===== src/rtl/fec_cc_encoder.sv =====
// Rate-1/2 tail-biting convolutional encoder (K=7) with a two-bank input buffer.
// Optional `define FEC_BLOCK_CNT_EN adds a 16-bit count of encoded blocks on block_cnt.
module fec_cc_encoder #(
    parameter int unsigned Nbits = 96,
    parameter logic [6:0]  G1    = 7'o171,
    parameter logic [6:0]  G2    = 7'o133
) (
    input  logic        clk,
    input  logic        reset_N,
    input  logic        data_in,
    input  logic        valid_in,
    output logic        ready_out,
    output logic        data_out,
    output logic        valid_out,
    input  logic        ready_in
`ifdef FEC_BLOCK_CNT_EN
    ,
    output logic [15:0] block_cnt
`endif
);

    localparam int unsigned IW = $clog2(Nbits);

    // Generator MSB is the undelayed input; re-order so tap bit k means delay k.
    localparam logic [6:0] T1 = {G1[0], G1[1], G1[2], G1[3], G1[4], G1[5], G1[6]};
    localparam logic [6:0] T2 = {G2[0], G2[1], G2[2], G2[3], G2[4], G2[5], G2[6]};

    typedef enum logic [1:0] {IDLE, PRELOAD, ENCODE} state_t;

    state_t           state, state_nx;
    logic [Nbits-1:0] bank [2];
    logic [Nbits-1:0] cur;
    logic [1:0]       full;
    logic             wr_bank, rd_bank;
    logic [IW-1:0]    wr_idx, rd_idx;
    logic             run;
    logic             phase;
    logic [6:1]       sr, sr_pre, sr_shift;
    logic             u, u_next;
    logic             accept, wr_last, xfer, rd_last, done;

    function automatic logic cc_bit(input logic [6:0] taps, input logic ui, input logic [6:1] s);
        return ^({s, ui} & taps);
    endfunction

    assign cur       = bank[rd_bank];
    assign u         = cur[rd_idx];
    assign u_next    = cur[rd_idx + 1'b1];
    assign sr_pre    = {cur[Nbits-6], cur[Nbits-5], cur[Nbits-4],
                        cur[Nbits-3], cur[Nbits-2], cur[Nbits-1]};
    assign sr_shift  = {sr[5:1], u};

    assign ready_out = run & ~full[wr_bank];
    assign accept    = valid_in & ready_out;
    assign wr_last   = (wr_idx == IW'(Nbits - 1));
    assign xfer      = valid_out & ready_in;
    assign rd_last   = (rd_idx == IW'(Nbits - 1));
    assign done      = (state == ENCODE) & xfer & phase & rd_last;

    always_ff @(posedge clk or negedge reset_N) begin
        if (!reset_N) state <= IDLE;
        else          state <= state_nx;
    end

    always_comb begin
        state_nx = state;
        case (state)
            IDLE:    if (full[rd_bank]) state_nx = PRELOAD;
            PRELOAD: state_nx = ENCODE;
            ENCODE:  if (done) state_nx = IDLE;
            default: state_nx = IDLE;
        endcase
    end

    // Bank storage needs no reset: the full flags decide what is meaningful.
    always_ff @(posedge clk) begin
        if (accept) bank[wr_bank][wr_idx] <= data_in;
    end

    always_ff @(posedge clk or negedge reset_N) begin
        if (!reset_N) begin
            run     <= 1'b0;
            full    <= '0;
            wr_bank <= 1'b0;
            wr_idx  <= '0;
        end else begin
            run <= 1'b1;
            if (accept) begin
                if (wr_last) begin
                    full[wr_bank] <= 1'b1;
                    wr_bank       <= ~wr_bank;
                    wr_idx        <= '0;
                end else begin
                    wr_idx <= wr_idx + 1'b1;
                end
            end
            // Never the bank being filled, so both flag updates land.
            if (done) full[rd_bank] <= 1'b0;
        end
    end

    always_ff @(posedge clk or negedge reset_N) begin
        if (!reset_N) begin
            rd_bank   <= 1'b0;
            rd_idx    <= '0;
            phase     <= 1'b0;
            sr        <= '0;
            data_out  <= 1'b0;
            valid_out <= 1'b0;
        end else if (state == PRELOAD) begin
            sr        <= sr_pre;
            rd_idx    <= '0;
            phase     <= 1'b0;
            data_out  <= cc_bit(T1, cur[0], sr_pre);
            valid_out <= 1'b1;
        end else if (state == ENCODE && xfer) begin
            if (!phase) begin
                data_out <= cc_bit(T2, u, sr);
                phase    <= 1'b1;
            end else if (rd_last) begin
                rd_bank   <= ~rd_bank;
                rd_idx    <= '0;
                phase     <= 1'b0;
                data_out  <= 1'b0;
                valid_out <= 1'b0;
            end else begin
                sr       <= sr_shift;
                rd_idx   <= rd_idx + 1'b1;
                phase    <= 1'b0;
                data_out <= cc_bit(T1, u_next, sr_shift);
            end
        end
    end

`ifdef FEC_BLOCK_CNT_EN
    always_ff @(posedge clk or negedge reset_N) begin
        if (!reset_N)  block_cnt <= '0;
        else if (done) block_cnt <= block_cnt + 16'd1;
    end
`endif

endmodule


===== config.mk =====
export PLATFORM = sky130hd
export DESIGN_NAME = fec_cc_encoder
export DESIGN_NICKNAME = d
export VERILOG_FILES = /design/src/rtl/fec_cc_encoder.sv
export SDC_FILE = /design/constraint.sdc
export NUM_CORES = 1
export LEC_CHECK = 0
export CORE_MARGIN = 5
export CORE_UTILIZATION = 36
export CTS_BUF_LIST = sky130_fd_sc_hd__clkbuf_8
export DETAILED_ROUTE_END_ITERATION = 8
export GPL_ROUTABILITY_DRIVEN = 0
export GPL_TIMING_DRIVEN = 0
export SYNTH_ARGS = -nofsm -noshare
export SYNTH_HDL_FRONTEND = slang
export SYNTH_SLANG_ARGS = --single-unit

===== constraint.sdc =====
create_clock -name clk -period 4.1 [get_ports clk]
set_input_delay 0.82 -clock clk [delete_from_list [all_inputs] [get_ports clk]]
set_output_delay 0.82 -clock clk [all_outputs]
set_load 0.02 [all_outputs]

Word level (Yosys, flattened, before mapping)
Memory sizes are Yosys's and may differ from the RTL's.
Cells that the tools add are included.
Storage, ports and cells
  bits in writable memories: 192
  input port bits: 5
  memories kept: 1
  bits in registers: 30
  word-level logic and storage cells: 101
Memory list
  bank: words 2, bits a word 96, read ports 1, clocked after memory_dff 0, wr ports 1, RTL line 31  | logic [Nbits-1:0] bank [2];
Operators by class
  bitwise logic cells: 13
  reduce and logical (&&, ||, !) cells: 17
  equal/unequal tests: 7
  magnitude comparators: 8
  multiplexer cells: 42
  add/subtract/negate cells: 2
Operator list (count)
  $mux 96: 1
  $mux 7: 5
  $lt 7x8->1 const B: 3
  $mux 6: 4
  $mux 1: 21
  $reduce_xor 7->1: 3
  $add 7x1->7 const B: 2
  $bmux 1 s7: 2
  $eq 7x7->1 const B: 2
  $mux 2: 5
  $demux 1 s7: 1
  $ge 7x1->1 const B: 1
  $and 1x1->1: 6
  $pmux 2 s3: 1
  $reduce_and 2->1: 3
  $reduce_and 3->1: 2
  $reduce_bool 2->1: 3
  $logic_and 1x1->1: 4
  $lt 1x2->1 const B: 2
  $ne 2x2->1 const B: 2
  $not 1->1: 4
  $reduce_and 4->1: 1
  $and 2x2->2: 1
  $demux 1 s1: 2
  other kinds (7): 8

Depth between registers and ports, before layout
  depth in word-level cells: 9
  mapped depth: 14
  depth with buffers taken out: 10

Worst setup path after synthesis
OpenSTA, ideal clock, no wires.
  path kind: flip-flop to flip-flop
  start point: register rd_idx[1]
  end point: register data_out
  data required time: 3980 ps
  period minus slack after synthesis: 2902 ps
  setup time: 120 ps
  arrival: 2782 ps
  path slack: 1198 ps
  cell stages (with the launch flop): 13
  path buffers: 3
  path through: dfrtp_1 ha_1 buf_6 buf_6 buf_2 mux4_2 nand2_1 nand2_1 a2111oi_1 a2111oi_4 mux2i_1 nor3_1 and3b_1
On the way
  word-level cells in the longest chain between the ends: 8
  elaborated cells between the ends (all ways): 12
  classes of those cells: 1 x add/sub; 1 x eq/ne; 8 x mux; 2 x reduce/logical
Ends and longest elaborated chain
  start, declared: RTL line 35  | logic [IW-1:0] wr_idx, rd_idx;
  start signal, assigned: RTL line 128  | rd_idx <= rd_idx + 1'b1;
  $add 7x1->7: RTL line 48  | assign u_next = cur[rd_idx + 1'b1];
  $bmux 1 s7: RTL line 48
  $mux 1 (not written as such): RTL line 48
  $reduce_xor 7->1: RTL line 43  | return ^({s, ui} & taps);
  $mux 1: RTL line 120  | end else if (rd_last) begin
  $mux 1 *: RTL line 117  | if (!phase) begin
  $mux 1 *: RTL line 116  | end else if (state == ENCODE && xfer) begin
  $mux 1 *: RTL line 110  | end else if (state == PRELOAD) begin
  end signal, assigned: RTL line 114  | data_out <= cc_bit(T1, cur[0], sr_pre);
  end signal, assigned: RTL line 118  | data_out <= cc_bit(T2, u, sr);
  end signal, assigned: RTL line 130  | data_out <= cc_bit(T1, u_next, sr_shift);
  end, declared: RTL line 13  | output logic data_out,
Every way passes the cells marked *; elsewhere a longest branch is shown, timed or not. The select of a mux whose other input is x is not followed.
A chain may end at the register's enable or synchronous reset.

Worst setup path in the final report
Same ends and word-level chain as after synthesis.

==> results_dict.tcl <==
set metrics [dict create \
    die_x_um 193 \
    p_per_area_mw_per_mm2 564 \
    cp-startpoint "rd_idx[1]" \
    m1WireLength_mm 15.0 \
    cts_root_buf "clkbuf_8" \
    initial_core_util_pct 36.7 \
    yosys-mux-area-fraction_pct 19.5 \
    synthToLayoutAreaGrowth_pct 11.3 \
    period_needed_ps 3760 \
    ys_async_sr_fraction_pct 13.5 \
    viasPerCell 5.90 \
    grt_pass1_wl_mm 56.2 \
    dr_wl_met2_mm 17.7 \
    crit_fanout 10 \
    cp-start-kind "flip-flop" \
    tritoncts "built" \
    final_antenna_net_count 0 \
    finalClockSkew_ps 24.0 \
    rsz0062_at_grt "no" \
    portBuffers 7 \
    p_int_uw 4670 \
    place_area_mm2 0.0126 \
    top_layer "met4" \
    drt_iter0_markers 1185 \
    r2r-end "data_out" \
    setup.worst_path.end "data_out" \
    cts_setup_buffers 0 \
    ys_ff_latch 222 \
    drive_gt1_share_pct 16.0 \
    slew_violations 0 \
    preCtsSetupSlack_ps 504 \
    overflow 0 \
    power.switching_uw 2860 \
    slew-limit-headroom_pct 8.31 \
    cts_resized 0 \
    cts.clk_slew.worst_paths_ps 60 \
    combinationalPowerShare_pct 39.9 \
    maxCapViolCount 0 \
    num_rows 66 \
    antenna_cells 0 \
    postRouteWirelength_mm 38.6 \
    syn_inst 937 \
    num_vias 8610 \
    critPathMaxStageDelay_ps 1090 \
    pin_count 8 \
    die_area_mm2 0.0371 \
    synth-compound-area-share_pct 5.41 \
    max-vdd-ir-drop_uv 319 \
    clock_latency_ps 560 \
    synthAdderAreaFrac_pct 0.209 \
    min_path_type "input pin to asynchronous set/reset pin" \
    cp-end-kind "flip-flop" \
    power.share.sequential_pct 34.6 \
    r2r_cells 10 \
    reg2reg_slack_ps 340 \
    clockPowerShare_pct 25.5 \
    htreeDepth 2 \
    grt_max_degree 156 \
    final_hold_viol_count 0 \
    clock-sinks 222 \
    path_class "flip-flop to flip-flop" \
    routedWlPerCell_um 26.4 \
    final_nets 994 \
    ys_seq_area_share_pct 54.3 \
    grt_pass1_vias 8642 \
    post-route-period-util_pct 91.6 \
    fin_setup_tns_ps 0 \
    finalInstanceArea_mm2 0.0134 \
    synthDistinctLibCells 66 \
    finalSetupViolCount 0 \
    synthSimpleGateAreaFrac_pct 14.2 \
    yosys_warnings 0 \
    hpwlAfterDp_mm 25.6 \
    die_h_um 193 \
    post_synth.cell_area_avg_um2 12.8 \
    synth_area_mm2 0.0120 \
    core_mm2 0.0327 \
    cp.required_ps 4540 \
    drc 0 \
    ctsLongestPathBuffers 3 \
    dr_wl_met3_mm 4.05 \
    setup_ws_ps 344 \
    fmax_mhz 266 \
    globalRouteTotalUtil_pct 20.9 \
    synth_xor_xnor_area_share_pct 1.99 \
    synthFlopType "edfxtp_1" \
    cts_hold_buf 0 \
    r2r-start "rd_idx[1]" \
    cp_cell_sequence "ha_1 -> xnor2_1 -> nand2_1 -> and4b_1 -> nor4_1 -> a211oi_1 -> a2111oi_4 -> mux2i_1 -> nand4_1 -> and3b_1" \
    final_util_pct 40.8 \
    synth_top_family_by_area "multiplexers" \
    netSwitchingFraction_pct 38.0 \
    synth_edf_count 192 \
    outcome "complete, no violations" \
    syn_nets 944 \
    cts_buffers 40 \
    cp_slowest_cell "xnor2_1" \
    antenna_found_initial 0 \
    dr.pass1.iters 5 \
    p_leak_uw 0.00426 \
    cp.arrival_ps 4200 \
    worst_pin_slew_ps 1370 \
]
-- sequential cells by signal, summed over array words and instances (netlist names) --
register	count
bank	192
sr	6
rd_idx	7
data_out	1
wr_bank	1
valid_out	1
wr_idx	7
full	2
run	1
rd_bank	1
state	2
phase	1
-- cell usage after synthesis (all sizes together) (5+ instances only) --
| cell | count | area share, % |
|---|---|---|
| a2111oi | 5 | 0.58 |
| a211oi | 8 | 0.50 |
| a21oi | 7 | 0.29 |
| a221o | 6 | 0.50 |
| a22oi | 15 | 0.98 |
| a31oi | 6 | 0.31 |
| and2 | 9 | 0.47 |
| and3 | 10 | 0.52 |
| buf | 40 | 3.0 |
| clkbuf | 36 | 1.2 |
| dfrtp | 30 | 6.3 |
| edfxtp | 192 | 48 |
| mux2 | 12 | 1.1 |
| mux2i | 53 | 4.4 |
| mux4 | 71 | 14 |
| nand2 | 61 | 1.9 |
| nand2b | 6 | 0.31 |
| nand3 | 21 | 0.88 |
| nand4 | 7 | 0.37 |
| nor2 | 225 | 7.0 |
| nor2b | 14 | 0.73 |
| nor3 | 14 | 0.68 |
| o21ai | 10 | 0.42 |
| o22ai | 7 | 0.37 |
| xnor2 | 17 | 1.4 |
| xor2 | 6 | 0.59 |
-- critical path: cells and delay by family (launching register included) --
| kind | cells | cell delay (ps) |
|---|---|---|
| AO/OA/AOI/OAI | 2 | 700 |
| XOR/XNOR | 1 | 1090 |
| adder cells (fa/ha/maj) | 1 | 320 |
| flip-flops | 1 | 420 |
| multiplexers | 1 | 250 |
| AND/OR/NAND/NOR | 5 | 860 |
-- stage by stage --
step	instances	power [uW]	hold slack (ps)
6_report	1459	7530	314
4_1_cts	1459	7470	341
3_5_place_dp	1387	5570	462
3_3_place_gp	1386	5570	458
5_1_grt	1459	7800	385
2_1_floorplan	937	4620	438
-- per-layer routing --
metal	global-route usage (%)	up-vias
met5	0	-
met2	33.1	509
met4	9.00	0
met3	5.54	122
met1	27.3	4354
li1	-	3625
-- worst min path at each step --
stage,end,slack (ps),cells past startpoint
after floorplan,state[0],440,1
after global placement,state[0],460,1
after detailed placement,state[0],460,1
after CTS,wr_idx[6],340,1
after global routing,rd_bank,390,1
final,wr_idx[2],310,1
-- kinds of logic after synthesis --
group	after synthesis
compound gates	84
xor+xnor	23
fa+ha+maj	2
buf+inv	80
flops	222
mux	136
other cells	1
simple gates	389
-- layout by cell type (no fill, tap or decap), types with 7 or more instances in the layout --
master and instances:
o22ai_1 7, o21ai_0 10, mux2_2 12, clkbuf_8 44, xnor2_1 16, nand4_1 7
nand2_1 61, and3_1 10, a22oi_1 14, and2_1 9, clkbuf_1 34, mux4_2 52
nor2_1 225, a211oi_1 8, mux4_1 18, nor3_1 13, nor2b_1 14, edfxtp_1 192
buf_6 18, inv_1 26, nand3_1 21, a21oi_1 7, mux2i_1 53, buf_2 13
dfrtp_1 30
-- final cells by class --
cell class	instances	area (um2)
fill	3196	19300
sequential	222	6520
multi-input combinational	635	4960
clock buffer	44	606
tap	442	553
buffer	76	503
clock inverter	28	106
timing repair buffer	8	93.8
inverter	4	15.0
-- power by group through the flow --
stage / Clock [uW] / Combinational (uW) / Sequential, uW
2_1_floorplan: 0 / 1980 / 2640
3_3_place_gp: 0 / 2910 / 2660
3_5_place_dp: 0 / 2920 / 2650
4_1_cts: 1930 / 2930 / 2610
5_1_grt: 2050 / 3140 / 2620
6_report: 1920 / 3010 / 2610
No activity file was read; power rests on OpenSTA's default activity.
